<file path="config.mk">
export PLATFORM = sky130hd
export DESIGN_NAME = gpu_instruction_loader
export DESIGN_NICKNAME = d
export VERILOG_FILES = /design/src/rtl/gpu_instruction_loader.sv
export SDC_FILE = /design/constraint.sdc
export NUM_CORES = 1
export LEC_CHECK = 0
export CAP_MARGIN = 20
export CORE_AREA = 2 2 122 88
export DETAILED_ROUTE_END_ITERATION = 10
export DIE_AREA = 0 0 124 90
export GPL_TIMING_DRIVEN = 0
export PLACE_DENSITY = 0.71
export SETUP_SLACK_MARGIN = 0.2
export SLEW_MARGIN = 25
export SYNTH_ARGS = -nofsm -noshare
export SYNTH_HDL_FRONTEND = slang
export SYNTH_SLANG_ARGS = --single-unit
</file>
<file path="constraint.sdc">
create_clock -name clk -period 3.5 [get_ports clk]
set_clock_uncertainty 0.15 [all_clocks]
set_input_delay 1.05 -clock clk [delete_from_list [all_inputs] [get_ports clk]]
set_output_delay 1.05 -clock clk [all_outputs]
set_load 0.03 [all_outputs]
</file>
<file path="src/rtl/gpu_instruction_loader.sv">
// Write-side front end for gpu_instruction_fifo: assembles three 32-bit host
// command words into one draw instruction and pushes it when the FIFO has room.

`ifndef WIDTH_BITS
`define WIDTH_BITS 10
`endif
`ifndef HEIGHT_BITS
`define HEIGHT_BITS 9
`endif
`ifndef CHANNEL_BITS
`define CHANNEL_BITS 8
`endif

module gpu_instruction_loader #(
    parameter logic [3:0]  MAX_OPCODE = 4'd7,
    parameter int unsigned CNT_BITS   = 16
) (
    input  logic                      clk,
    input  logic                      n_rst,
    input  logic [31:0]               cmd_data_i,
    input  logic                      cmd_valid_i,
    output logic                      cmd_ready_o,
    input  logic                      abort_i,
    input  logic                      clear_err_i,
    input  logic                      fifo_full_i,
    output logic [3:0]                opcode_o,
    output logic [`WIDTH_BITS-1:0]    x1_o,
    output logic [`HEIGHT_BITS-1:0]   y1_o,
    output logic [`WIDTH_BITS-1:0]    x2_o,
    output logic [`HEIGHT_BITS-1:0]   y2_o,
    output logic [`WIDTH_BITS-1:0]    rad_o,
    output logic [`CHANNEL_BITS-1:0]  r_o,
    output logic [`CHANNEL_BITS-1:0]  g_o,
    output logic [`CHANNEL_BITS-1:0]  b_o,
    output logic [2:0]                oct_o,
    output logic                      write_enable_o,
    output logic                      push_instruction_o,
    output logic                      busy_o,
    output logic                      err_o,
    output logic [CNT_BITS-1:0]       instr_count_o
);

    localparam int unsigned WB = `WIDTH_BITS;
    localparam int unsigned HB = `HEIGHT_BITS;
    localparam int unsigned CB = `CHANNEL_BITS;

    localparam logic [1:0] S_W0   = 2'd0;
    localparam logic [1:0] S_W1   = 2'd1;
    localparam logic [1:0] S_W2   = 2'd2;
    localparam logic [1:0] S_PUSH = 2'd3;

    logic [1:0]          state_q, state_d;
    logic                invalid_q, invalid_d;
    logic                err_q, err_d;
    logic [CNT_BITS-1:0] cnt_q, cnt_d;
    logic                accept;
    logic                cap0, cap1, cap2, push;

    logic [3:0]    opcode_q;
    logic [WB-1:0] x1_q, x2_q, rad_q;
    logic [HB-1:0] y1_q, y2_q;
    logic [CB-1:0] r_q, g_q, b_q;
    logic [2:0]    oct_q;

    // Top command bits carry no field in any word.
    logic unused_hi;
    assign unused_hi = ^cmd_data_i[31:29];

    assign accept = cmd_valid_i && (state_q != S_PUSH);

    // Next-state, capture enables and push strobe; abort overrides everything.
    always_comb begin
        state_d   = state_q;
        invalid_d = invalid_q;
        err_d     = err_q;
        cnt_d     = cnt_q;
        cap0      = 1'b0;
        cap1      = 1'b0;
        cap2      = 1'b0;
        push      = 1'b0;

        if (clear_err_i) begin
            err_d = 1'b0;
        end

        if (abort_i) begin
            state_d   = S_W0;
            invalid_d = 1'b0;
        end else begin
            case (state_q)
                S_W0: begin
                    if (accept) begin
                        cap0      = 1'b1;
                        invalid_d = (cmd_data_i[3:0] > MAX_OPCODE);
                        state_d   = S_W1;
                    end
                end
                S_W1: begin
                    if (accept) begin
                        cap1    = 1'b1;
                        state_d = S_W2;
                    end
                end
                S_W2: begin
                    if (accept) begin
                        cap2 = 1'b1;
                        if (invalid_q) begin
                            err_d     = 1'b1;
                            invalid_d = 1'b0;
                            state_d   = S_W0;
                        end else begin
                            state_d = S_PUSH;
                        end
                    end
                end
                S_PUSH: begin
                    if (!fifo_full_i) begin
                        push    = 1'b1;
                        cnt_d   = cnt_q + CNT_BITS'(1);
                        state_d = S_W0;
                    end
                end
                default: state_d = S_W0;
            endcase
        end
    end

    always_ff @(posedge clk or negedge n_rst) begin
        if (!n_rst) begin
            state_q   <= S_W0;
            invalid_q <= 1'b0;
            err_q     <= 1'b0;
            cnt_q     <= '0;
        end else begin
            state_q   <= state_d;
            invalid_q <= invalid_d;
            err_q     <= err_d;
            cnt_q     <= cnt_d;
        end
    end

    // Field registers load only on their word's capture and hold otherwise.
    always_ff @(posedge clk or negedge n_rst) begin
        if (!n_rst) begin
            opcode_q <= '0;
            x1_q     <= '0;
            y1_q     <= '0;
            oct_q    <= '0;
            x2_q     <= '0;
            y2_q     <= '0;
            rad_q    <= '0;
            r_q      <= '0;
            g_q      <= '0;
            b_q      <= '0;
        end else begin
            if (cap0) begin
                opcode_q <= cmd_data_i[3:0];
                x1_q     <= cmd_data_i[13:4];
                y1_q     <= cmd_data_i[22:14];
                oct_q    <= cmd_data_i[25:23];
            end
            if (cap1) begin
                x2_q  <= cmd_data_i[9:0];
                y2_q  <= cmd_data_i[18:10];
                rad_q <= cmd_data_i[28:19];
            end
            if (cap2) begin
                r_q <= cmd_data_i[7:0];
                g_q <= cmd_data_i[15:8];
                b_q <= cmd_data_i[23:16];
            end
        end
    end

    assign cmd_ready_o        = (state_q != S_PUSH);
    assign busy_o             = (state_q != S_W0);
    assign write_enable_o     = push;
    assign push_instruction_o = push;
    assign err_o              = err_q;
    assign instr_count_o      = cnt_q;

    assign opcode_o = opcode_q;
    assign x1_o     = x1_q;
    assign y1_o     = y1_q;
    assign oct_o    = oct_q;
    assign x2_o     = x2_q;
    assign y2_o     = y2_q;
    assign rad_o    = rad_q;
    assign r_o      = r_q;
    assign g_o      = g_q;
    assign b_o      = b_q;

endmodule

</file>
==> out/metrics.yaml <==
core-area_sq_um: 10100
finalNonFillerCells: 544
fin_ws_ns: 0.383
antenna_found_initial: 0
synth_cell_types: 29
path_max_fanout: 6
synth_top_flop_cell: "dfrtp_1"
h-tree-depth: 3
avgRoutedWirePerCell_um: 16.1
ys_warn_count: 0
dp.cells: 527
hold_violations: 0
worstSkewPairLatency_ns: 0.33
vias: 2606
io_pins: 138
syn_area_sq_um: 3930
grt-ovfl-total: 0
clk_path_buf_depth: 2
seq_area_sq_um: 2480
synthSimpleGateAreaFrac: 0.0682
clock-root-buffer: "clkbuf_16"
setup.worst_path.start_class: "primary input"
synthTopCellsByArea: "dfrtp_1, mux2_2, xnor2_1"
synth_most_common_cell: "dfrtp_1"
grt_usage: 0.168
drtPass1Iterations: 4
min_period_over_period: 0.891
grt_first_pass_wirelength_mm: 14.3
dp_slack_ns: -0.444
cp-end-kind: "primary output"
hp-class: "flop to flop"
drt_iter0_drc: 66
synth_top_family_by_area: "multiplexers"
worstPathArrival_ns: 1.92
synthAdderAreaFrac: 0.00319
tritoncts: "done"
power_density_nw_per_um2: 733
totalWireLength_mm: 8.78
ys_ff_latch: 99
initial_core_util: 0.389
status: "finished, final reports clean"
fin_crit_ns: 3.12
yosys.area_share.xor_xnor: 0.0335
synth_edf_count: 0
place_congestion: 0.756
diodes: 0
synth_fp_nets: 300
area_growth_pct: 47.7
synthTopCellsByCount: "dfrtp_1, mux2_2, nand2_1, xnor2_1, nor2_1"
maxSlewViolCount: 0
vias_per_cell: 4.79
max-vdd-ir-drop_mv: 0.422
dieArea_sq_um: 11200
drv_cap: 0
ant_nets: 0
worst_pin_slew_ns: 0.492
drive_gt1_frac: 0.286
critPathRequiredTime_ns: 2.30
numCtsBuffers: 9
async_reset_ff_frac: 1.00
fp.dieH_um: 90
critical_path_class: "primary input to primary output"
hpwl_mm: 6.31
yosysTopAreaCell: "dfrtp_1"
synth_mux_area_frac: 0.227
relSlewSlack: 0.671
drcViolationCount: 0
synth_compound_area_frac: 0.00860
grt_max_degree: 60
final_nets: 446
seq_area_frac_synth: 0.631
synth_top_area_share: 0.631
clkTransAtPathRegs_ns: 0.07
multi_input_area_sq_um: 1340
grt_pass1_vias: 2684
rsz0062_at_grt: "false"
leakagePower_uw: 0.00246
hold_buffers: 0
synthCells: 261
n_fill_cell: 852
max_freq_ghz: 0.321
syn-mean-instance-area_sq_um: 15.0
setup_viol_count_final: 0
placementRows: 31
dieWidth_um: 124
clock-sinks: 99
io_buffers: 133
-- kinds of logic (layout without fill, tap and decap cells) --
| kind of cell | count (synthesis) | after routing |
|---|---|---|
| buf+inv | 17 | 168 |
| compound gates | 6 | 6 |
| flops | 99 | 99 |
| mux | 79 | 79 |
| xor+xnor | 15 | 15 |
| fa+ha+maj | 1 | 1 |
| simple gates | 44 | 44 |
-- where the power goes --
part / total (uW) / internal (uW) / switching, uW
Sequential: 1590 / 1430 / 160
Combinational: 1570 / 729 / 846
Clock: 1080 / 668 / 417
Total: 4250 / 2820 / 1420
-- critical path, stage by stage --
cell	delay [ns]
dlygate4sd2_1	0.25
nand4bb_1	0.19
buf_6	0.14
inv_4	0.06
buf_4	0.10
buf_6	0.11
-- state kept, by name (all words and copies together), names as in the netlist --
signal and flops:
y2_o 9, invalid_q 1, state_q 2, x1_o 10, oct_o 3, r_o 8
x2_o 10, err_o 1, b_o 8, y1_o 9, opcode_o 4, instr_count_o 16
rad_o 10, g_o 8
-- path summary, 6_finish.rpt --
check                                              startpoint                             to  slack, ns  depth (start not counted)
worst min-delay path            instr_count_o[15]$_DFFE_PN0P_  instr_count_o[15]$_DFFE_PN0P_       0.32                          1
worst max-delay path                              fifo_full_i                 write_enable_o       0.38                          6
min in group asynchronous                               n_rst   instr_count_o[7]$_DFFE_PN0P_       0.46                          1
worst max register to register         state_q[0]$_DFFE_PN0P_            x1_o[5]$_DFFE_PN0P_       1.48                          5
worst min register to register  instr_count_o[15]$_DFFE_PN0P_  instr_count_o[15]$_DFFE_PN0P_       0.32                          1
max in group asynchronous                               n_rst           rad_o[9]$_DFFE_PN0P_       2.12                          2
-- metal layers --
metal / vias to the layer above / global-route usage / wire (um)
li1: 1200 / - / -
met1: 1304 / 0.221 / 3920
met2: 95 / 0.242 / 3800
met3: 7 / 0.0857 / 958
met4: 0 / 0.0534 / 103
met5: - / 0 / 0
-- final cells by class --
cell class	count	share of cell area
timing repair buffer	135	0.235
sequential	99	0.427
buffer	12	0.0175
clock inverter	5	0.0142
inverter	5	0.00367
clock buffer	11	0.0436
multi-input combinational	145	0.230
tap	132	0.0285
-- cells in the final DEF, fill, tap and decap left out, types with 2 or more instances in the layout --
master	count
buf_2	4
bufinv_16	2
clkdlybuf4s50_1	129
nand3_1	4
o21ai_0	2
clkbuf_16	9
inv_1	4
buf_4	5
buf_6	7
dfrtp_1	99
a21oi_1	3
clkbuf_8	2
nand2_1	14
nand4_1	5
mux2_2	79
and3_1	2
xnor2_1	14
nor3_1	3
nor2_1	6
-- through the flow --
stage | setup TNS, ns | instance area, sq um | hold slack (ns) | power, uW | utilization
detailed placement | -0.802 | 5450 | 0.315 | 3190 | 0.541
global route | 0 | 5800 | 0.332 | 4450 | 0.575
CTS | 0 | 5800 | 0.324 | 4300 | 0.575
global placement | -238.41 | 5420 | 0.309 | 3160 | 0.538
finish | 0 | 5800 | 0.318 | 4250 | 0.575
floorplan | 0 | 3930 | 0.329 | 2450 | -
-- timing repair --
action	CTS	global route
gates resized for setup	16	0
buffers inserted	1	0
endpoints found under the setup margin	2	0
Note: power is estimated with default switching activity, not from simulation.
